<file path="src/rtl/write_buffer_pkg.sv">
// Shared definitions for the posted-write buffer: FSM state encoding and default geometry.
package write_buffer_pkg;

  typedef enum logic [1:0] {
    IDLE  = 2'd0,
    WRITE = 2'd1,
    READ  = 2'd2
  } wb_state_e;

  localparam int WB_DEPTH = 4;
  localparam int WB_AW    = 10;
  localparam int WB_DW    = 32;

endpackage

</file>
<file path="src/rtl/write_buffer_if.sv">
// CPU request port and memory port of the write buffer, bundled as one interface.
interface write_buffer_if
  import write_buffer_pkg::*;
#(
  parameter int AW = WB_AW,
  parameter int DW = WB_DW
);
  logic          cpu_we;
  logic          cpu_re;
  logic [AW-1:0] cpu_addr;
  logic [DW-1:0] cpu_wdata;
  logic [DW-1:0] cpu_rdata;
  logic          cpu_stall;
  logic          mem_we;
  logic          mem_re;
  logic [AW-1:0] mem_addr;
  logic [DW-1:0] mem_wdata;
  logic [DW-1:0] mem_rdata;
  logic          mem_ready;

  // The buffer itself: accepts CPU requests, drives the memory strobes.
  modport slave (
    input  cpu_we, cpu_re, cpu_addr, cpu_wdata, mem_rdata, mem_ready,
    output cpu_rdata, cpu_stall, mem_we, mem_re, mem_addr, mem_wdata
  );

  // The surroundings: CPU pipeline plus the memory responder.
  modport master (
    output cpu_we, cpu_re, cpu_addr, cpu_wdata, mem_rdata, mem_ready,
    input  cpu_rdata, cpu_stall, mem_we, mem_re, mem_addr, mem_wdata
  );

endinterface

</file>
<file path="src/rtl/write_buffer_fifo.sv">
// wb_fifo: DEPTH-entry {addr,data} store queue. With WB_FWD_EN it also exposes every entry
// in age order (index 0 = oldest) for load forwarding.
module wb_fifo
  import write_buffer_pkg::*;
#(
  parameter int DEPTH = WB_DEPTH,
  parameter int AW    = WB_AW,
  parameter int DW    = WB_DW,
  localparam int PW   = $clog2(DEPTH),
  localparam int CW   = $clog2(DEPTH) + 1
) (
  input  logic             clk,
  input  logic             rst,
  input  logic             push,
  input  logic             pop,
  input  logic [AW-1:0]    in_addr,
  input  logic [DW-1:0]    in_data,
`ifdef WB_FWD_EN
  output logic [AW-1:0]    ent_addr [DEPTH],
  output logic [DW-1:0]    ent_data [DEPTH],
  output logic [DEPTH-1:0] ent_vld,
`endif
  output logic [AW-1:0]    head_addr,
  output logic [DW-1:0]    head_data,
  output logic             full,
  output logic             empty,
  output logic [CW-1:0]    count
);

  logic [AW-1:0] addr_mem [DEPTH];
  logic [DW-1:0] data_mem [DEPTH];
  logic [PW-1:0] wr_ptr;
  logic [PW-1:0] rd_ptr;

  // Storage carries no reset; validity is defined purely by the pointers and count.
  always_ff @(posedge clk) begin
    if (push) begin
      addr_mem[wr_ptr] <= in_addr;
      data_mem[wr_ptr] <= in_data;
    end
  end

  always_ff @(posedge clk or negedge rst) begin
    if (!rst) begin
      wr_ptr <= '0;
      rd_ptr <= '0;
      count  <= '0;
    end else begin
      if (push) wr_ptr <= wr_ptr + PW'(1);
      if (pop)  rd_ptr <= rd_ptr + PW'(1);
      case ({push, pop})
        2'b10:   count <= count + CW'(1);
        2'b01:   count <= count - CW'(1);
        default: count <= count;
      endcase
    end
  end

  assign head_addr = addr_mem[rd_ptr];
  assign head_data = data_mem[rd_ptr];
  assign full      = (count == CW'(DEPTH));
  assign empty     = (count == '0);

`ifdef WB_FWD_EN
  for (genvar i = 0; i < DEPTH; i++) begin : g_ent
    logic [PW-1:0] idx;
    assign idx         = rd_ptr + PW'(i);
    assign ent_addr[i] = addr_mem[idx];
    assign ent_data[i] = data_mem[idx];
    assign ent_vld[i]  = (CW'(i) < count);
  end
`endif

endmodule

</file>
<file path="src/rtl/write_buffer.sv">
// write_buffer: posted-write buffer between the CPU request port and slow data memory.
// Define WB_FWD_EN to forward buffered store data to loads and let load misses bypass pending stores.
module write_buffer
  import write_buffer_pkg::*;
#(
  parameter int DEPTH = WB_DEPTH,
  parameter int AW    = WB_AW,
  parameter int DW    = WB_DW
) (
  input logic           clk,
  input logic           rst,
  write_buffer_if.slave bus
);

  localparam int CW = $clog2(DEPTH) + 1;

  wb_state_e     state;
  logic [CW-1:0] count;
  logic          full, empty, push, pop;
  logic          ld_req, rd_done, fwd_hit, ld_issue;
  logic [AW-1:0] head_addr, mem_addr_q;
  logic [DW-1:0] head_data, mem_wdata_q, fwd_data, rdata_q;
  logic          mem_we_q, mem_re_q, stall;

  // A simultaneous store and load is handled as the store alone.
  assign ld_req  = bus.cpu_re & ~bus.cpu_we;
  assign push    = bus.cpu_we & ~full;
  assign pop     = (state == WRITE) & bus.mem_ready;
  assign rd_done = (state == READ) & bus.mem_ready;

`ifdef WB_FWD_EN
  logic [AW-1:0]    ent_addr [DEPTH];
  logic [DW-1:0]    ent_data [DEPTH];
  logic [DEPTH-1:0] ent_vld;

  wb_fifo #(.DEPTH(DEPTH), .AW(AW), .DW(DW)) u_fifo (
    .clk       (clk),
    .rst       (rst),
    .push      (push),
    .pop       (pop),
    .in_addr   (bus.cpu_addr),
    .in_data   (bus.cpu_wdata),
    .ent_addr  (ent_addr),
    .ent_data  (ent_data),
    .ent_vld   (ent_vld),
    .head_addr (head_addr),
    .head_data (head_data),
    .full      (full),
    .empty     (empty),
    .count     (count)
  );

  // Scanning oldest to youngest lets the youngest matching store win.
  always_comb begin
    fwd_hit  = 1'b0;
    fwd_data = '0;
    for (int i = 0; i < DEPTH; i++) begin
      if (ent_vld[i] && (ent_addr[i] == bus.cpu_addr)) begin
        fwd_hit  = 1'b1;
        fwd_data = ent_data[i];
      end
    end
  end

  assign ld_issue = ld_req & ~fwd_hit;
`else
  wb_fifo #(.DEPTH(DEPTH), .AW(AW), .DW(DW)) u_fifo (
    .clk       (clk),
    .rst       (rst),
    .push      (push),
    .pop       (pop),
    .in_addr   (bus.cpu_addr),
    .in_data   (bus.cpu_wdata),
    .head_addr (head_addr),
    .head_data (head_data),
    .full      (full),
    .empty     (empty),
    .count     (count)
  );

  // Without forwarding a load must wait for the buffer to drain completely.
  assign fwd_hit  = 1'b0;
  assign fwd_data = '0;
  assign ld_issue = ld_req & empty;
`endif

  always_comb begin
    stall = 1'b0;
    if (bus.cpu_we)      stall = full;
    else if (bus.cpu_re) stall = ~(fwd_hit | rd_done);
  end

  always_ff @(posedge clk or negedge rst) begin
    if (!rst) begin
      state       <= IDLE;
      mem_we_q    <= 1'b0;
      mem_re_q    <= 1'b0;
      mem_addr_q  <= '0;
      mem_wdata_q <= '0;
      rdata_q     <= '0;
    end else begin
      case (state)
        IDLE: begin
          if (ld_issue) begin
            state      <= READ;
            mem_re_q   <= 1'b1;
            mem_addr_q <= bus.cpu_addr;
          end else if (!empty) begin
            state       <= WRITE;
            mem_we_q    <= 1'b1;
            mem_addr_q  <= head_addr;
            mem_wdata_q <= head_data;
          end
        end
        WRITE: begin
          if (bus.mem_ready) begin
            state    <= IDLE;
            mem_we_q <= 1'b0;
          end
        end
        READ: begin
          if (bus.mem_ready) begin
            state    <= IDLE;
            mem_re_q <= 1'b0;
            rdata_q  <= bus.mem_rdata;
          end
        end
        default: state <= IDLE;
      endcase
    end
  end

  assign bus.cpu_stall = stall;
  assign bus.cpu_rdata = rd_done ? bus.mem_rdata : ((fwd_hit & ld_req) ? fwd_data : rdata_q);
  assign bus.mem_we    = mem_we_q;
  assign bus.mem_re    = mem_re_q;
  assign bus.mem_addr  = mem_addr_q;
  assign bus.mem_wdata = mem_wdata_q;

endmodule

</file>
<file path="src/flat_wrapper.sv">
// flat-port wrapper written by rule: the top's interface ports become plain ports
module write_buffer_flat import write_buffer_pkg::*;
#(
  parameter int DEPTH = WB_DEPTH,
  parameter int AW    = WB_AW,
  parameter int DW    = WB_DW
)
  (clk, rst, bus_cpu_we, bus_cpu_re, bus_cpu_addr, bus_cpu_wdata, bus_mem_rdata, bus_mem_ready, bus_cpu_rdata, bus_cpu_stall, bus_mem_we, bus_mem_re, bus_mem_addr, bus_mem_wdata);
  write_buffer_if #(.AW(AW), .DW(DW)) bus_i ();
  input logic clk;
  input logic rst;
  input wire logic [$bits(bus_i.cpu_we)-1:0] bus_cpu_we;
  input wire logic [$bits(bus_i.cpu_re)-1:0] bus_cpu_re;
  input wire logic [$bits(bus_i.cpu_addr)-1:0] bus_cpu_addr;
  input wire logic [$bits(bus_i.cpu_wdata)-1:0] bus_cpu_wdata;
  input wire logic [$bits(bus_i.mem_rdata)-1:0] bus_mem_rdata;
  input wire logic [$bits(bus_i.mem_ready)-1:0] bus_mem_ready;
  output wire logic [$bits(bus_i.cpu_rdata)-1:0] bus_cpu_rdata;
  output wire logic [$bits(bus_i.cpu_stall)-1:0] bus_cpu_stall;
  output wire logic [$bits(bus_i.mem_we)-1:0] bus_mem_we;
  output wire logic [$bits(bus_i.mem_re)-1:0] bus_mem_re;
  output wire logic [$bits(bus_i.mem_addr)-1:0] bus_mem_addr;
  output wire logic [$bits(bus_i.mem_wdata)-1:0] bus_mem_wdata;
  assign bus_i.cpu_we = bus_cpu_we;
  assign bus_i.cpu_re = bus_cpu_re;
  assign bus_i.cpu_addr = bus_cpu_addr;
  assign bus_i.cpu_wdata = bus_cpu_wdata;
  assign bus_i.mem_rdata = bus_mem_rdata;
  assign bus_i.mem_ready = bus_mem_ready;
  assign bus_cpu_rdata = bus_i.cpu_rdata;
  assign bus_cpu_stall = bus_i.cpu_stall;
  assign bus_mem_we = bus_i.mem_we;
  assign bus_mem_re = bus_i.mem_re;
  assign bus_mem_addr = bus_i.mem_addr;
  assign bus_mem_wdata = bus_i.mem_wdata;
  write_buffer #(.DEPTH(DEPTH), .AW(AW), .DW(DW)) u_core (.clk(clk), .rst(rst), .bus(bus_i));
endmodule
</file>
<file path="config.mk">
export PLATFORM = sky130hd
export DESIGN_NAME = write_buffer_flat
export DESIGN_NICKNAME = d
export VERILOG_FILES = /design/src/rtl/write_buffer_pkg.sv /design/src/rtl/write_buffer_if.sv /design/src/rtl/write_buffer_fifo.sv /design/src/rtl/write_buffer.sv /design/src/flat_wrapper.sv
export SDC_FILE = /design/constraint.sdc
export NUM_CORES = 1
export LEC_CHECK = 0
export CORE_MARGIN = 2
export CORE_UTILIZATION = 30
export DETAILED_ROUTE_END_ITERATION = 12
export PLACE_DENSITY_LB_ADDON = 0.1
export SLEW_MARGIN = 20
export SYNTH_ARGS = -nofsm -noshare
export SYNTH_HDL_FRONTEND = slang
export SYNTH_SLANG_ARGS = --single-unit
</file>
<file path="constraint.sdc">
create_clock -name clk -period 2.3 [get_ports clk]
set_clock_uncertainty 0.2 [all_clocks]
set_input_delay 0.46 -clock clk [delete_from_list [all_inputs] [get_ports clk]]
set_output_delay 0.46 -clock clk [all_outputs]
set_load 0.05 [all_outputs]
</file>
==> flow_summary.toml <==
[power]
power.leakage_uw = 0.00521
vdd_drop_max_v = 0.000603
clkPwrFrac_pct = 23.1
internal-power_uw = 13100
power.share.switching_pct = 36.3
comb_power_share_pct = 44.0
switching_power_uw = 7470
seqPwrFrac_pct = 32.9
power_per_cell_area_mw_per_mm2 = 1530
post_route_total_power_uw = 20600

[worst_setup_path]
startpoint_type = "flip-flop"
critical_path_class = "reg -> out"
data_required_time_at_the_worst_endpoint_ns = 1.64
critical_path.max_fanout = 6
end_kind = "output pin"
cp_data_arrival_time_ns = 1.98

[global_route]
use_met3_pct = 2.42
globalRouteOverflowTotal = 0
grt_antenna_before_repair = 1
grt_max_degree = 32
grt-busiest-layer = "met2"
global_route.usage.met2_pct = 24.6
gr-usage-all-layers_pct = 13.8
first_pass_grt_wire_length_um = 34900
grt_pass1_vias = 5902
gr-usage-met1_pct = 17.4

[sta]
worst_hold_slack_ns = 0.214
setup_ws_ns = -0.342
worst_slew_margin_rel_pct = 64.0
worst-slew-pin-transition_ns = 0.539
timing.final.crit_share_pct = 115
finalMaxSlewViolations = 0
final_count_of_negative_setup_slack_endpoints = 33
clock.fmax_mhz = 378
fin_crit_ns = 2.64
grt_setup_unrepaired = "yes"
hold_viol = 0

[floorplanning]
floorplan.die.height_um = 183
i_o_pins = 156
die_footprint_mm2 = 0.0336
initial_core_util_pct = 30.5
core_mm2 = 0.0316
core.rowCount = 65
die_w_um = 183

[drt]
viasPerCell = 4.58
via_count = 5174
routed_wl_um = 22800
post-route-drc-count = 0
drt-initial-drc-count = 279
route.detailed.wl_per_inst_um = 20.2
antenna_left = 0
drt_pre_antenna_iters = 6

[run]
maxCapViolations = 0

[outcome]
failing_checks = "setup timing"
run_status = "finished with violations"

[synth]
synth_sequential_area_ratio_pct = 74.3
netlist_instances = 478
synth_commonest_cells = "168 x sky130_fd_sc_hd__edfxtp_1, 85 x sky130_fd_sc_hd__dfrtp_1, 65 x sky130_fd_sc_hd__mux2_2"
async_flop_share_pct = 33.6
synth_cell_type_count = 33
synth_flop_cell = "sky130_fd_sc_hd__edfxtp_1"
synth.avg_cell_area_um2 = 20.2
synth_top_area_share_pct = 52.3
synth_seq_cells = 253
post-synth-top-count-cell = "sky130_fd_sc_hd__edfxtp_1"
syn_nets = 566
synth-warning-count = 0
netlist_top_cells_area = "sky130_fd_sc_hd__edfxtp_1 52%, sky130_fd_sc_hd__dfrtp_1 22%, sky130_fd_sc_hd__mux4_2 8.6%"
netlist.top_cell.by_area = "sky130_fd_sc_hd__edfxtp_1"
synth_edf_count = 168
mappedNetlistArea_mm2 = 0.00965

[cts]
cts.htree.levels = 1
maximum_buffer_depth_of_the_clock_tree = 3
tritoncts.num_buffers = 29
clkSinkCount = 253
clock_tree_from_tritoncts = "done"
root_buffer = "sky130_fd_sc_hd__clkbuf_16"
clock_latency_ns = 0.53
path_clk_slew_ns = 0.05

[place]
dpl.cell_count = 1047
place.detailed.hpwl_um = 13900
place_congestion = 0.667
port_buffers = 155
dpl_worst_slack_ns = -0.231

[layout]
final_core_utilization_pct = 42.7
finished_layout_cells = 1130
nets = 792
layout-area-overhead-vs-synth_pct = 39.8
drive_gt1_share_pct = 36.7
fill_count = 2807

[hold_path]
hp-class = "in -> async"
==> metrics by stage <==
step	TNS, ns	cell area (um^2)
after global placement	-9.04	11900
after CTS	-11.39	13400
final	-10.36	13500
after floorplan	0	9660
after detailed placement	-12.57	11900
after global routing	-12.59	13500
==> repair_timing <==
item	4_1_cts	5_1_grt
buffers inserted	15	11
endpoints found under the setup margin	75	63
hold buffers	1	0
resized for setup	136	14
pin swaps	4	3
cloned	3	0
endpoints found under the hold margin	28	0
==> flip-flops by register name, summed over array words and instances (netlist names) <==
signal	cells
u_core.u_fifo.data_mem	128
u_core.u_fifo.addr_mem	40
u_core.bus.mem_wdata	32
u_core.rdata_q	32
u_core.bus.mem_addr	10
u_core.u_fifo.count	3
u_core.state	2
u_core.u_fifo.rd_ptr	2
u_core.u_fifo.wr_ptr	2
u_core.bus.mem_re	1
u_core.bus.mem_we	1
==> logic make-up (layout without fill, tap and decap cells) <==
logic type / after synthesis / count (layout) / share of synthesized area [%]
XOR/XNOR: 6 / 6 / 0.544
other: 0 / 1 / 0
buffers and inverters: 42 / 291 / 2.29
AO/OA/AOI/OAI: 23 / 23 / 2.04
adder cells (fa/ha/maj): 9 / 9 / 1.24
AND/OR/NAND/NOR: 38 / 38 / 2.01
multiplexers: 107 / 107 / 17.6
flip-flops: 253 / 253 / 74.3
==> cell usage in the layout (no fill, tap or decap), types with 16 or more instances in the layout <==
master	instances
sky130_fd_sc_hd__inv_1	17
sky130_fd_sc_hd__dlygate4sd2_1	42
sky130_fd_sc_hd__buf_8	20
sky130_fd_sc_hd__mux2_2	32
sky130_fd_sc_hd__dfrtp_1	83
sky130_fd_sc_hd__buf_4	46
sky130_fd_sc_hd__clkbuf_16	29
sky130_fd_sc_hd__mux2_4	33
sky130_fd_sc_hd__buf_6	16
sky130_fd_sc_hd__mux4_2	37
sky130_fd_sc_hd__clkdlybuf4s50_1	77
sky130_fd_sc_hd__edfxtp_1	168
==> final cells by class <==
cell class,instances,area (um^2),area share [%]
clock inverters,18,228,1.69
repair buffers,216,2280,16.9
inverters,21,78.8,0.584
well taps,402,503,3.73
flip-flops and latches,253,7180,53.2
diodes,1,2.50,0.0185
clock buffers,36,782,5.79
multi-input cells,183,2440,18.1
==> layer usage <==
metal | vias to the layer above | wire [um]
met5 | - | 0
li1 | 2335 | -
met1 | 2707 | 9650
met3 | 30 | 950
met4 | 0 | 422
met2 | 102 | 11800
==> power groups by stage <==
stage	Sequential (uW)	Clock (uW)	Combinational (uW)
floorplan	8100	0	4330
global placement	6810	0	8350
detailed placement	6890	0	8430
CTS	6790	4900	9010
global route	6920	5110	9620
finish	6780	4760	9080
==> worst paths after layout <==
path | slack (ns) | from | cells past startpoint | to
worst max-delay path | -0.34 | u_core.state[0] | 7 | bus_cpu_rdata[22]
worst min-delay path | 0.21 | rst | 2 | u_core.rdata_q[26]
worst max register to register | 0.11 | u_core.state[1] | 11 | u_core.u_fifo.count[2]
worst min register to register | 0.30 | u_core.bus.mem_wdata[28] | 1 | u_core.bus.mem_wdata[28]
max in group asynchronous | 1.00 | rst | 3 | u_core.bus.mem_wdata[25]
min in group clk | 0.30 | u_core.bus.mem_wdata[28] | 1 | u_core.bus.mem_wdata[28]
==> worst max-delay path, cell delays in order (launching register included) <==
cell	delay (ns)
sky130_fd_sc_hd__dfrtp_1	0.40
sky130_fd_sc_hd__inv_2	0.08
sky130_fd_sc_hd__ha_4	0.14
sky130_fd_sc_hd__nand2_4	0.07
sky130_fd_sc_hd__buf_4	0.14
sky130_fd_sc_hd__buf_8	0.13
sky130_fd_sc_hd__mux2_4	0.32
sky130_fd_sc_hd__buf_6	0.16
No activity file was read; power rests on OpenSTA's default activity.
